**src/rtl/counter_pkg.sv**
```systemverilog
// Shared constants and types for the command-driven 8-bit counter sequencer.
package counter_pkg;

  localparam int CNT_W = 8;

  typedef logic [1:0] op_t;

  localparam op_t OP_CLEAR = 2'b00;
  localparam op_t OP_LOAD  = 2'b01;
  localparam op_t OP_RUN   = 2'b10;
  localparam op_t OP_READ  = 2'b11;

  typedef enum logic [1:0] {
    IDLE = 2'd0,
    EXEC = 2'd1,
    RESP = 2'd2
  } state_t;

  // A RUN leaves EXEC on the cycle that consumes the last increment,
  // or immediately when N was zero.
  function automatic logic run_last(input logic [CNT_W-1:0] rem);
    return (rem <= 1);
  endfunction

endpackage

```
**src/rtl/counter_8_bit.sv**
```systemverilog
// 8-bit programmable counter: synchronous reset, parallel load, else increment.
module counter_8_bit
  import counter_pkg::*;
(
  input  logic             clk,
  input  logic             rst,
  input  logic             out_e,
  input  logic             load_e,
  input  logic [CNT_W-1:0] load_val,
  output logic [CNT_W-1:0] out_data
);

  logic [CNT_W-1:0] cnt;

  always_ff @(posedge clk) begin
    if (rst)         cnt <= '0;
    else if (load_e) cnt <= load_val;
    else             cnt <= cnt + 1'b1;
  end

  assign out_data = out_e ? cnt : '0;

endmodule

```
**src/rtl/counter_cmd_ctrl.sv**
```systemverilog
// Command sequencer around counter_8_bit: accepts CLEAR/LOAD/RUN/READ and
// returns one response per command carrying the resulting count.
module counter_cmd_ctrl
  import counter_pkg::*;
(
  input  logic             clk,
  input  logic             rst,
  input  logic             cmd_valid,
  output logic             cmd_ready,
  input  logic [1:0]       cmd_op,
  input  logic [CNT_W-1:0] cmd_arg,
  output logic             rsp_valid,
  input  logic             rsp_ready,
  output logic [CNT_W-1:0] rsp_data,
  output logic             busy
);

  state_t           state, state_nxt;
  op_t              op_q;
  logic [CNT_W-1:0] arg_q;
  logic [CNT_W-1:0] rem_q, rem_nxt;

  logic             cnt_rst;
  logic             cnt_clr;
  logic             load_e;
  logic [CNT_W-1:0] load_val;
  logic [CNT_W-1:0] out_data;
  logic             accept;

  assign cmd_ready = (state == IDLE) && !rst;
  assign accept    = cmd_valid && cmd_ready;
  assign busy      = (state != IDLE);
  assign rsp_valid = (state == RESP);
  assign rsp_data  = rsp_valid ? out_data : '0;
  assign cnt_rst   = rst || cnt_clr;

  always_ff @(posedge clk or posedge rst) begin
    if (rst) begin
      state <= IDLE;
      op_q  <= OP_CLEAR;
      arg_q <= '0;
      rem_q <= '0;
    end else begin
      state <= state_nxt;
      if (accept) begin
        op_q  <= op_t'(cmd_op);
        arg_q <= cmd_arg;
        rem_q <= (op_t'(cmd_op) == OP_RUN) ? cmd_arg : '0;
      end else begin
        rem_q <= rem_nxt;
      end
    end
  end

  // Default is freeze: reload the live count so the counter never free-runs.
  always_comb begin
    state_nxt = state;
    rem_nxt   = rem_q;
    load_e    = 1'b1;
    load_val  = out_data;
    cnt_clr   = 1'b0;
    unique case (state)
      IDLE: if (accept) state_nxt = EXEC;
      EXEC: begin
        unique case (op_q)
          OP_CLEAR: begin
            cnt_clr   = 1'b1;
            state_nxt = RESP;
          end
          OP_LOAD: begin
            load_val  = arg_q;
            state_nxt = RESP;
          end
          OP_RUN: begin
            if (rem_q != '0) begin
              load_e  = 1'b0;
              rem_nxt = rem_q - 1'b1;
            end
            if (run_last(rem_q)) state_nxt = RESP;
          end
          default: state_nxt = RESP;
        endcase
      end
      RESP: if (rsp_ready) state_nxt = IDLE;
      default: state_nxt = IDLE;
    endcase
  end

  counter_8_bit u_cnt (
    .clk     (clk),
    .rst     (cnt_rst),
    .out_e   (1'b1),
    .load_e  (load_e),
    .load_val(load_val),
    .out_data(out_data)
  );

endmodule

```
**config.mk**
```make
export PLATFORM = sky130hd
export DESIGN_NAME = counter_cmd_ctrl
export DESIGN_NICKNAME = d
export VERILOG_FILES = /design/src/rtl/counter_pkg.sv /design/src/rtl/counter_8_bit.sv /design/src/rtl/counter_cmd_ctrl.sv
export SDC_FILE = /design/constraint.sdc
export NUM_CORES = 1
export LEC_CHECK = 0
export CORE_UTILIZATION = 57
export DETAILED_ROUTE_END_ITERATION = 12
export PLACE_DENSITY = 0.95
export SETUP_SLACK_MARGIN = 0.1
export SLEW_MARGIN = 20
export SYNTH_ARGS = -nofsm -noshare
export SYNTH_HDL_FRONTEND = slang
export SYNTH_SLANG_ARGS = --single-unit
```
**constraint.sdc**
```tcl
create_clock -name clk -period 2.64 [get_ports clk]
set_input_delay 0.528 -clock clk [delete_from_list [all_inputs] [get_ports clk]]
set_output_delay 0.528 -clock clk [all_outputs]
set_load 0.02 [all_outputs]
```
==> results.json <==
{
  "p_int_w": 0.001035,
  "ctsRootBufferMaster": "clkbuf_4",
  "cap_violations": 0,
  "placeableCoreArea_um2": 2590,
  "synth_top_area_share_pct": 30.84,
  "syn_to_final_growth_pct": 20.12,
  "clk_latency_ns": 0.35,
  "ctsResizeCount": 2,
  "num_vias": 1496,
  "synth_cell_types": 48,
  "start_util_pct": 62.66,
  "die_height_um": 55.36,
  "clockPowerShare_pct": 14.2,
  "holdBufCountCts": 0,
  "fin_skew_ns": 0.006161,
  "p_comb_share_pct": 40.8,
  "cts_num_sinks": 28,
  "fin_cells": 235,
  "synth_nets": 199,
  "worstReg2RegStart": "rem_q[0]",
  "avgSynthCellArea_um2": 8.917,
  "synth_enable_flop_cells": 0,
  "worstSetupPathType": "reg2out",
  "grt_usage_pct": 28.05,
  "switchingPower_w": 0.0007696,
  "pin_count": 25,
  "finalHoldViolations": 0,
  "synth_area_leaders": "dfrtp_1, dfxtp_1, nand2_1, a21oi_1, nand3_1",
  "ant_nets": 0,
  "wirelength_um": 3957,
  "slew_headroom_pct": 47.17,
  "grt_pass1_wl_um": 6879,
  "status": "finished, final reports clean",
  "cp_max_fo": 9,
  "routedWlPerCell_um": 16.84,
  "place_congestion": 0.8598,
  "crit_start": "state[0]",
  "synth-seq-cells": 28,
  "post-route-drc-count": 0,
  "slew_viol_final": 0,
  "routed_via_density": 6.366,
  "r2r_slack_ns": 0.51,
  "dpl.cell_count": 231,
  "fill_cells": 178,
  "grt_pass1_vias": 1508,
  "post_cts_buffers": 0,
  "cp-end-kind": "output pin",
  "htree_levels": 1,
  "yosysSeqAreaShare_pct": 40.71,
  "synth_area_um2": 1623,
  "dieArea_um2": 3064,
  "placementRows": 18,
  "ys_warn_count": 0,
  "synthArstFlopShare_pct": 71.43,
  "power_frac_seq_pct": 45.0,
  "numCtsBuffers": 3,
  "drt_first_pass_iters": 4,
  "synth.most_common_cell": "nand2_1",
  "synth_commonest_cells": "nand2_1, dfrtp_1, a21oi_1, nand3_1, nor2_1",
  "rsz0062_at_grt": "no",
  "finalCriticalPeriod_ns": 2.472,
  "cp-start-kind": "flop",
  "power.leakage_nw": 0.7842,
  "clk_pin_slew_ns": 0.16,
  "overflow": 0,
  "dpl.hpwl_um": 2742,
  "fin_nets": 223,
  "finalSetupTns_ns": 0,
  "period_share_pct": 93.64,
  "io_buffers": 24,
  "p_sw_share_pct": 42.65,
  "ys.flop_type": "dfrtp_1",
  "diodes": 0,
  "drt-initial-drc-count": 57,
  "antenna_found_initial": 0,
  "die_w_um": 55.36,
  "clockBufferDepth": 2,
  "hold_path.class": "reg2reg",
  "synthCells": 182,
  "cp.required_ns": 2.11,
  "grt_start_max_net_pins": 21,
  "critPathArrivalTime_ns": 1.94,
  "worstMarginPinSlew_ns": 0.7817,
  "powerDensity_nw_per_um2": 925.6,
  "min_from": "arg_q[0]",
  "peakVddDrop_uv": 804.0,
  "synth_top_area_cell": "dfrtp_1",
  "timing.fmax_mhz": 404.5,
  "setup-violations-final": 0,
  "drive_gt1_share_pct": 10.24,
  "cts_tree": "yes"
}
[registers in the layout (all words and copies together), names as in the netlist]
register	flops
arg_q	8
rem_q	8
u_cnt.cnt	8
op_q	2
state	2
[metal layers]
layer	GRT usage (%)	vias to the layer above	wire, um
li1	-	710	-
met1	35.23	718	1683
met2	47.16	55	1906
met3	5.386	13	246
met4	11.43	0	121
met5	0	-	0
[placed cells by master (no fill, tap or decap), drive strengths merged, types with 2 or more instances in the layout]
cell | synthesis | routed
o31ai | 2 | 2
mux2 | 3 | 3
nand4 | 2 | 2
o221ai | 4 | 4
nand2 | 37 | 37
nor4b | 2 | 2
inv | 9 | 9
nand3 | 10 | 10
dfrtp | 20 | 20
and2 | 5 | 5
mux2i | 4 | 4
o22ai | 2 | 2
nor3 | 3 | 3
a21oi | 11 | 11
o311ai | 2 | 2
dfxtp | 8 | 8
nor3b | 3 | 3
ha | 3 | 3
nor2 | 10 | 10
clkbuf | 5 | 4
xnor2 | 2 | 2
nor2b | 2 | 2
a31oi | 4 | 4
o21ai | 9 | 9
or4 | 3 | 3
clkdlybuf4s50 | 0 | 23
[final cells by class]
class / instances / area [um2] / area share (%)
multi-input cells: 139 / 918.4 / 47.11
flip-flops and latches: 28 / 661.9 / 33.95
well taps: 30 / 37.54 / 1.926
repair buffers: 25 / 250.2 / 12.84
inverters: 9 / 33.78 / 1.733
clock buffers: 4 / 47.55 / 2.439
[worst paths after layout]
path | to | depth (start not counted)
min | arg_q[0] | 2
max in group asynchronous | state[1] | 2
max | rsp_data[6] | 4
min reg2reg | arg_q[0] | 2
max reg2reg | u_cnt.cnt[5] | 6
min in group asynchronous | op_q[0] | 2
[power by group through the flow]
stage / logic [W] / clock network, W / registers, W
floorplan: 0.000581 / 0 / 0.000723
detailed placement: 0.000716 / 0 / 0.000808
global route: 0.000817 / 0.000277 / 0.000839
CTS: 0.000736 / 0.000254 / 0.000804
finish: 0.000736 / 0.000256 / 0.000812
global placement: 0.000686 / 0 / 0.000792
[critical path, cell delays in order (launching register included)]
cell             delay [ns]
dfrtp_1                0.52
nor2b_4                0.23
inv_1                  0.11
nor2_1                 0.12
clkdlybuf4s50_1        0.61
[kinds of logic (layout without fill, tap and decap cells)]
group	count (synthesis)	count (layout)	synth area share (%)
buffers and inverters	15	38	3.546
adders and majority gates	3	3	2.313
AOI/OAI and AO/OA	40	40	18.35
and+or+nand+nor	86	86	28.91
xor gates and xnor gates	3	3	1.619
muxes	7	7	4.549
DFF	28	28	40.71
[per-stage QoR]
stage | util, % | instance area (um2) | setup slack [ns] | power (W) | hold WS, ns
2_1_floorplan | - | 1623 | 0.6128 | 0.001304 | 0.4404
3_3_place_gp | 73.00 | 1891 | 0.2749 | 0.001478 | 0.4612
3_5_place_dp | 73.00 | 1891 | 0.2144 | 0.001524 | 0.4658
4_1_cts | 75.12 | 1946 | 0.1291 | 0.001794 | 0.5017
5_1_grt | 75.27 | 1949 | 0.1105 | 0.001933 | 0.5292
6_report | 75.27 | 1949 | 0.1678 | 0.001804 | 0.4971
No activity file was read; power rests on OpenSTA's default activity.
